`src/rtl/csr_port_arb.sv`:
```
// csr_port_arb: arbitrates the csr_reg access port between the execute stage and the clint,
// with a clint lock for atomic sequences, a guaranteed ex slot after release, and a lock watchdog.
module csr_port_arb #(
  parameter int CSR_AW   = 32,
  parameter int CSR_DW   = 32,
  parameter int LOCK_MAX = 16
) (
  input  logic              clk_i,
  input  logic              rst_n_i,
  input  logic              ex_req_i,
  input  logic              ex_we_i,
  input  logic [CSR_AW-1:0] ex_addr_i,
  input  logic [CSR_DW-1:0] ex_wdata_i,
  output logic              ex_gnt_o,
  output logic [CSR_DW-1:0] ex_rdata_o,
  input  logic              int_req_i,
  input  logic              int_lock_i,
  input  logic              int_we_i,
  input  logic [CSR_AW-1:0] int_addr_i,
  input  logic [CSR_DW-1:0] int_wdata_i,
  output logic              int_gnt_o,
  output logic [CSR_DW-1:0] int_rdata_o,
  output logic [CSR_AW-1:0] csr_raddr_o,
  input  logic [CSR_DW-1:0] csr_rdata_i,
  output logic              csr_we_o,
  output logic [CSR_AW-1:0] csr_waddr_o,
  output logic [CSR_DW-1:0] csr_wdata_o,
  output logic              stall_o,
  output logic              lock_err_o
);
  localparam int CW = $clog2(LOCK_MAX) + 1;
  typedef enum logic [1:0] {IDLE, INT_LOCK, EX_SLOT} state_t;
  state_t        state;
  logic [CW-1:0] lock_cnt;
  logic          ex_blocked;
  logic          inhibit;
  logic          ex_pend;
  logic          wd_hit;
  always_comb begin
    int_gnt_o = (state == EX_SLOT) ? int_req_i & ~ex_req_i : int_req_i;
    ex_gnt_o  = (state == INT_LOCK) ? 1'b0 : (state == EX_SLOT) ? ex_req_i : ex_req_i & ~int_req_i;
  end
  assign ex_pend     = ex_blocked | ex_req_i;
  assign wd_hit      = lock_cnt >= CW'(LOCK_MAX - 1);
  assign csr_raddr_o = int_gnt_o ? int_addr_i : ex_gnt_o ? ex_addr_i : '0;
  assign csr_waddr_o = csr_raddr_o;
  assign csr_wdata_o = int_gnt_o ? int_wdata_i : ex_gnt_o ? ex_wdata_i : '0;
  assign csr_we_o    = (int_gnt_o & int_we_i) | (ex_gnt_o & ex_we_i);
  assign ex_rdata_o  = ex_gnt_o ? csr_rdata_i : '0;
  assign int_rdata_o = int_gnt_o ? csr_rdata_i : '0;
  assign stall_o     = ex_req_i & ~ex_gnt_o;
  always_ff @(posedge clk_i or negedge rst_n_i) begin
    if (!rst_n_i) begin
      state      <= IDLE;
      lock_cnt   <= '0;
      ex_blocked <= 1'b0;
      inhibit    <= 1'b0;
      lock_err_o <= 1'b0;
    end else begin
      lock_err_o <= 1'b0;
      if (!int_lock_i) inhibit <= 1'b0;
      case (state)
        IDLE: begin
          ex_blocked <= ex_req_i & int_req_i;
          if (int_req_i & int_lock_i & ~inhibit) state <= INT_LOCK;
        end
        INT_LOCK: begin
          ex_blocked <= ex_pend;
          lock_cnt   <= (lock_cnt == CW'(LOCK_MAX)) ? lock_cnt : lock_cnt + 1'b1;
          if (!int_lock_i || wd_hit) begin
            state    <= ex_pend ? EX_SLOT : IDLE;
            lock_cnt <= '0;
            if (int_lock_i) begin
              lock_err_o <= 1'b1;
              inhibit    <= 1'b1;
            end
          end
        end
        default: begin
          state      <= IDLE;
          ex_blocked <= 1'b0;
        end
      endcase
    end
  end
endmodule

```
`config.mk`:
```
export PLATFORM = sky130hd
export DESIGN_NAME = csr_port_arb
export DESIGN_NICKNAME = d
export VERILOG_FILES = /design/src/rtl/csr_port_arb.sv
export SDC_FILE = /design/constraint.sdc
export NUM_CORES = 1
export LEC_CHECK = 0
export CORE_AREA = 2 2 129 131
export DETAILED_ROUTE_END_ITERATION = 8
export DIE_AREA = 0 0 131 133
export HOLD_SLACK_MARGIN = 0.02
export MAX_ROUTING_LAYER = met4
export PLACE_DENSITY = 0.6
export SETUP_SLACK_MARGIN = 0.3
export SLEW_MARGIN = 20
export SYNTH_ARGS = -nofsm -noshare
export SYNTH_HDL_FRONTEND = slang
export SYNTH_SLANG_ARGS = --single-unit
```
`constraint.sdc`:
```
create_clock -name clk_i -period 4.35 [get_ports clk_i]
set_input_delay 0.87 -clock clk_i [delete_from_list [all_inputs] [get_ports clk_i]]
set_output_delay 0.87 -clock clk_i [all_outputs]
set_load 0.05 [all_outputs]
```
After elaboration in Yosys (flattened, before gate mapping)
Index checks and enable logic that the tools add are counted.
{ "totals": {"register_bits": 10, "in_bits": 167, "out_inout_bits": 165} }
{ "op_classes": {"addsub": 1, "n_lt_le_gt_ge": 1, "n_eq_ne": 6, "mux": 23, "bitwise_logic": 14, "reduce_logical": 5} }
{ "op_table": {"columns": ["op", "n"], "rows": [
  ["32-bit two-way mux", 6],
  ["1-bit two-way mux", 10],
  ["5-bit two-way mux", 2],
  ["1-bit bitwise AND", 8],
  ["2-bit two-way mux", 3],
  ["5-bit by 1-bit adder with 5-bit output, second input constant", 1],
  ["5-bit == test, second input constant", 1],
  ["5-bit by 4-bit >= comparator with 1-bit output, second input constant", 1],
  ["2-bit by 1-bit != test with 1-bit output, second input constant", 2],
  ["1-bit inverter", 4],
  ["2-bit case mux with 2 select lines", 1],
  ["2-bit AND reduction", 2],
  ["2-bit by 1-bit == test with 1-bit output, second input constant", 1],
  ["2-bit == test, second input constant", 1],
  ["2-bit logical NOT", 1],
  ["2-bit != test, second input constant", 1],
  ["1-bit OR", 2],
  ["1-bit case mux with 2 select lines", 1],
  ["1-bit logical NOT", 1],
  ["1-bit logical OR", 1]
]} }

Depth between registers and ports, before layout
Gate-level depths: netlist (run 1).
{ "depth": {"depth_word": 6, "depth_mapped": 7, "mapped_depth_nobuf": 7} }

Least setup slack after synthesis (run 1)
OpenSTA, ideal clock, no wires.
{ "synth_timing": {"path_type": "input-to-output", "start": "input port ex_req_i", "end": "output port csr_waddr_o[10]", "arrival_ps": 2867, "required_ps": 3480, "path_slack_ps": 613, "path_stages": 6, "cell_sequence": "buf_2 -> nand3b_4 -> nand2_2 -> clkbuf_1 -> o21ai_0 -> buf_4"} }
{ "synth_via": {"elab_chain_cells": 5, "elab_cells_between_ends": 8, "cone_classes": "mux (5); bitwise (3)"} }
{ "synth_lines": {"columns": ["item", "line_no", "source"], "rows": [
  ["from (decl)", "10", "input logic ex_req_i,"],
  ["1-bit bitwise AND", "41", "ex_gnt_o = (state == INT_LOCK) ? 1'b0 : (state == EX_SLOT) ? ex_req_i : ex_req_i & ~int_req_i;"],
  ["1-bit two-way mux (2 in a row)", "41", null],
  ["32-bit two-way mux", "45", "assign csr_raddr_o = int_gnt_o ? int_addr_i : ex_gnt_o ? ex_addr_i : '0;"],
  ["32-bit two-way mux (*)", "45", null],
  ["to (decl)", "26", "output logic [CSR_AW-1:0] csr_waddr_o,"]
]} }
Every way passes the cells marked *; elsewhere a longest branch is shown, timed or not.

Worst setup path after layout (run 1)
{ "layout_timing": {"start": "input port int_req_i", "end": "output port csr_raddr_o[31]"} }
{ "layout_via": {"elab_chain_cells": 6, "elab_cells_between_ends": 8, "cone_classes": "mux (5); bitwise (3)"} }
{ "layout_lines": {"columns": ["item", "line_no", "source"], "rows": [
  ["from (decl)", "16", "input logic int_req_i,"],
  ["1-bit inverter", "41", null],
  ["1-bit bitwise AND", "41", null],
  ["1-bit two-way mux (2 in a row)", "41", null],
  ["32-bit two-way mux", "45", null],
  ["32-bit two-way mux (*)", "45", null],
  ["to (decl)", "23", "output logic [CSR_AW-1:0] csr_raddr_o,"]
]} }
Marks and branches as above.

==> out/qor.txt, run 1 <==
Total track usage: 16.0%
PwrDens: 244 nW/um^2
# diodes: 0
Pleak: 3.05 nW
Post-CTS Repair Setup Buffers: 0
Period Utilization, post-route: 82.6%
Skew-Pair Late Insertion Delay: 240 ps
Type of the worst min-delay path: flip-flop to flip-flop
Pin count of the biggest net entering global routing: 69
Worst-margin pin slew: 782 ps
# setup viols final: 0
Register area share after synthesis: 9.32%
Minimum clock period: 3590 ps
CTS tree: built
Placed cell count: 883
Slew Limit Fails: 0
Post-Syn Area: 2690 um^2
FF+latch area: 250 um^2
Pre-Repair DR Iteration Count: 4
Footprint of the multi-input gates: 1620 um^2
Final hold violations: 0
Crit path launch type: primary input
Maximum vdd drop: 0.000116 V
Global route total overflow: 0
Share of Yosys cell area claimed by the top area cell type: 20.9%
Area growth from synthesis to layout: 168%
Post-DRT Antenna Nets: 0
Max_cap viols: 0
First-pass GRT wire length: 21.7 mm
CTS Buffer Depth: 2
Most frequent cells in the layout: clkdlybuf4s50_1, buf_12, inv_1, o2111ai_1, o21ai_1
CP endpoint kind: output port
Final Non-Filler Cells: 886
Yosys warns: 0
Worst hold slack: 489 ps
PortBufs: 331
Total CTS buffers: 3
Avg WL per Cell: 16.7 um
Final Util: 44.6%
CTS Sinks: 10
Drt initial violations: 194
Initial antenna violation count: 0
Share of layout cells above drive strength 1: 26.3%
Worst slack at placement: 691 ps
Syn Inst Count: 398
Synth area leader: o2111ai_1
Initial core utilization: 16.6%
Sum Neg Setup Slack: 0 ps
Worst Path Max Fanout: 31
Vias: 4052
Status: completed
Setup WS post-layout: 758 ps
I/O pin cnt: 332
Final Power: 1.76 mW
Post_cts resized: 0
Fillers: 1557
Critical path class: primary input to output port
Register bit total from synthesis: 10
Yosys cell types: 35
Fin area: 7210 um^2
DRC Markers: 0
RSZ-0062 raised after global routing: false
Final nets: 838
Synthesized Nets: 568
Gpl congestion: 0.790
Vias in the first global route: 3966
FP Rows: 47
Hold buffers post-CTS: 0
Critical path arrival: 2720 ps
Clock slew at reported path FFs: 40 ps
Core area: 16200 um^2
CTS Root Cell: clkbuf_16
Worst slew margin: 47.3%
DR vias/cell: 4.57
CP Data Required Time: 3480 ps
Die W: 131 um
Avg Inst Size Synth: 6.75 um^2
Most common cell after layout, fill and taps aside: clkdlybuf4s50_1
HPWL after DPL: 11.8 mm
Area contributors post-synth: o2111ai_1, buf_4, inv_1, dfrtp_1, nor3b_1
Clock skew: 1.88 ps
Htree depth: 1
Die Span Y: 133 um
Fmax: 0.278 GHz
DP Area: 7140 um^2
Die Area: 17400 um^2
Final WL: 14.8 mm
[synthesized netlist by cell type]
cell type and count:
a21oi_1 2, a21oi_4 1, a31oi_1 2, a41oi_1 1, and2_1 2, and3_1 32
buf_2 21, buf_4 40, buf_6 8, clkbuf_1 12, clkinv_1 1, dfrtp_1 10
ha_1 3, inv_1 73, inv_2 1, nand2_1 5, nand2_2 1, nand2b_1 2
nand3_1 2, nand3b_4 1, nand4_1 2, nor2_1 2, nor2b_1 1, nor2b_4 1
nor3_1 1, nor3b_1 33, nor3b_2 1, o2111ai_1 64, o211a_1 1, o21a_1 1
o21ai_0 26, o21ai_1 40, o22ai_1 3, o31ai_1 1, o32ai_1 1
[final timing paths]
check,startpoint,to,slack (ps),cells past startpoint
worst max-delay path,int_req_i,csr_raddr_o[31],760,5
worst min-delay path,inhibit,inhibit,490,1
worst max register to register,lock_cnt[0],lock_cnt[4],2580,7
worst min register to register,inhibit,inhibit,490,1
max in group asynchronous,rst_n_i,lock_cnt[4],3090,1
min in group asynchronous,rst_n_i,lock_cnt[0],950,1
[state kept, by name, summed over array words and instances, names as in the netlist]
signal	flops
ex_blocked	1
lock_cnt	5
state	2
lock_err_o	1
inhibit	1
[per-layer routing]
metal | GRT usage, % | share of wire [%]
met1 | 19.9 | 40
met2 | 27.0 | 50
met3 | 3.03 | 9.3
met4 | 3.07 | 1.5
met5 | - | 0
[kinds of logic (layout without fill, tap and decap cells)]
group,after synthesis,count (layout),share of synthesized area [%]
AOI/OAI and AO/OA,143,143,36.9
and+or+nand+nor,86,86,21.8
buffers and inverters,156,424,30.6
adders and majority gates,3,3,1.40
DFF,10,10,9.32
[power breakdown]
group	switching (mW)	total [mW]	internal [mW]	leakage (nW)
clock	0.0409	0.160	0.119	0.0370
combinational	0.811	1.47	0.659	2.87
sequential	0.0191	0.127	0.107	0.135
[critical path, stage by stage]
cell and delay [ps]:
clkdlybuf4s50_1 600, nand2_2 90, buf_4 250, o21ai_0 660, buf_12 220
[final cells by class]
cell class | count | share of cell area, %
Clock buffer | 3 | 1.04
Inverter | 75 | 3.90
Timing Repair Buffer | 346 | 65.3
Tap cell | 220 | 3.82
Multi-Input combinational cell | 232 | 22.4
Sequential cell | 10 | 3.47
Note: power is estimated with default switching activity, not from simulation.
==> run 2: changes to the inputs <==
Settings changed: CORE_AREA 2 2 129 131 to 2 2 130 132, DIE_AREA 0 0 131 133 to 0 0 132 134, PLACE_DENSITY 0.6 to 0.61.
Clock period 4.35 ns to 3 ns, I/O delays scaled along.
==> run 2 against run 1 <==
  * Critical path depth did not move
  * Count of clock-buffer cells in the layout up 1
  * First-iteration DRC count is 15% lower
  * Worst setup slack got worse by 320 ps
  * Sequential share of layout area down 0.32 points
  * Clock power increased by 68%
  * Power increased by 57%
  * Die area rose by 1.5%
  * Sequential power rose by 44%
==> out/qor.txt, run 2 (synthesis results as in run 1) <==
Status: completed (unchanged)
Final nets: 839 (was 838)
CTS Sinks: 10 (unchanged)
Regs by FF count: lock_cnt x5, state x2 (unchanged)
Switching power: 1.33 mW (was 0.871 mW)
Critical path arrival: 1960 ps (was 2720 ps)
CP Data Required Time: 2400 ps (was 3480 ps)
Most flops, register: lock_cnt (unchanged)
Skew-Pair Late Insertion Delay: 240 ps (about the same)
# setup viols final: 0 (unchanged)
Crit path launch type: primary input (unchanged)
Core area: 16300 um^2 (was 16200 um^2)
Avg WL per Cell: 17.9 um (was 16.7 um)
CP endpoint kind: output port (unchanged)
Area growth from synthesis to layout: 196% (was 168%)
Setup WS post-layout: 437 ps (was 758 ps)
Fmax: 0.390 GHz
Combinational share of power: 83.6% (was 83.7%)
Pin count of the biggest net entering global routing: 53 (was 69)
Final hold violations: 0 (unchanged)
Internal: 1.42 mW (was 0.886 mW)
Most common cell after layout, fill and taps aside: buf_12 (was clkdlybuf4s50_1)
Total CTS buffers: 3 (unchanged)
Reg power frac: 6.7% (was 7.2%)
HPWL after DPL: 12.3 mm (was 11.8 mm)
Type of the worst min-delay path: flip-flop to flip-flop (unchanged)
Drt initial violations: 165 (was 194)
Post-DRT Antenna Nets: 0 (unchanged)
Period Utilization, post-route: 85.4%
Fillers: 1485 (was 1557)
Vias: 4075 (was 4052)
Die Span Y: 134 um (was 133 um)
Maximum vdd drop: 0.000214 V (was 0.000116 V)
Share of layout cells above drive strength 1: 38.3% (was 26.3%)
PortBufs: 331 (unchanged)
Die Area: 17700 um^2 (was 17400 um^2)
FP Rows: 47 (unchanged)
PwrDens: 346 nW/um^2 (was 244 nW/um^2)
Critical path class: primary input to output port (unchanged)
First-pass GRT wire length: 24.5 mm (was 21.7 mm)
Minimum clock period: 2560 ps
Htree depth: 1 (unchanged)
RSZ-0062 raised after global routing: false (unchanged)
Slew Limit Fails: 0 (unchanged)
Vias in the first global route: 4150 (was 3966)
Hold buffers post-CTS: 0 (unchanged)
Final WL: 15.9 mm (was 14.8 mm)
I/O pin cnt: 332 (unchanged)
CTS Buffer Depth: 2 (unchanged)
CTS tree: built (unchanged)
Clock skew: 1.49 ps (was 1.88 ps)
Global route total overflow: 0 (unchanged)
Initial antenna violation count: 1 (was 0)
Worst slew margin: 64.6% (was 47.3%)
Sum Neg Setup Slack: 0 ps (unchanged)
Pre-Repair DR Iteration Count: 4 (unchanged)
CTS Root Cell: clkbuf_16 (unchanged)
Worst Path Max Fanout: 28 (was 31)
Worst slack at placement: 201 ps (was 691 ps)
Die W: 132 um (was 131 um)
Pleak: 3.34 nW (was 3.05 nW)
Worst-margin pin slew: 531 ps (was 782 ps)
Initial core utilization: 16.5% (was 16.6%)
DR vias/cell: 4.58 (was 4.57)
Max reg flops: 5 (unchanged)
Post-CTS Repair Setup Buffers: 0 (unchanged)
Sw Share: 48.5% (was 49.6%)
Max_cap viols: 0 (unchanged)
Clk network pwr share: 9.8% (was 9.1%)
DRC Markers: 0 (unchanged)
Clock slew at reported path FFs: 40 ps (about the same)
Most frequent cells in the layout: buf_12, clkdlybuf4s50_1, inv_1, o2111ai_1 (was clkdlybuf4s50_1, buf_12, inv_1, o2111ai_1, o21ai_1)
Total track usage: 17.7% (was 16.0%)
Gpl congestion: 0.824 (was 0.790)
run 2: worst paths after layout:
path	from	to	slack [ps]	cells after the start
worst max-delay path	ex_req_i	ex_rdata_o[20]	440	5
worst min-delay path	lock_cnt[4]	lock_cnt[4]	500	2
worst max register to register	lock_cnt[0]	lock_cnt[4]	1230	7
worst min register to register	lock_cnt[4]	lock_cnt[4]	500	2
max in group asynchronous	rst_n_i	ex_blocked	1990	1
min in group asynchronous	rst_n_i	lock_cnt[4]	690	1
run 2: critical path, stage by stage:
cell	delay, ps
buf_2	150
clkinv_1	290
buf_4	390
nor3b_2	330
buf_12	180
run 2: layout make-up:
cell class,instances,area (um^2),share of cell area [%]
diodes,1,2.50,0.0315
flip-flops and latches,10,250,3.15
repair buffers,347,5150,64.7
clock buffers,4,88.8,1.12
multi-input cells,232,1900,23.9
well taps,220,275,3.46
inverters,75,284,3.57
run 2: routing by layer:
layer,vias to the layer above,GRT usage (%),share of wire [%]
met3,16,3.14,5.5
li1,1962,-,-
met2,177,31.0,52
met4,0,3.14,1.3
met1,1920,21.6,41
met5,-,-,0
run 2: power by group through the flow:
stage	Sequential [mW]	Clock (mW)	Combinational (mW)
2_1_floorplan	0.177	0	1.15
3_3_place_gp	0.183	0	2.27
3_5_place_dp	0.184	0	2.28
4_1_cts	0.182	0.273	2.31
5_1_grt	0.186	0.279	2.39
6_report	0.183	0.269	2.30
run 2: repair_timing:
item | CTS | global route
setup endpoints to repair | 87 | 30
resized for setup | 33 | 1
cloned | 1 | 0
run 2: metrics by stage:
| step | cells | power, mW | utilization (%) | hold WS [ps] | cell area [um^2] |
|---|---|---|---|---|---|
| 2_1_floorplan | 398 | 1.33 | - | 304 | 2810 |
| 3_3_place_gp | 883 | 2.45 | 47.1 | 479 | 7670 |
| 3_5_place_dp | 883 | 2.46 | 47.1 | 486 | 7670 |
| 4_1_cts | 888 | 2.77 | 48.8 | 496 | 7950 |
| 5_1_grt | 889 | 2.86 | 48.8 | 527 | 7950 |
| 6_report | 889 | 2.75 | 48.8 | 504 | 7950 |
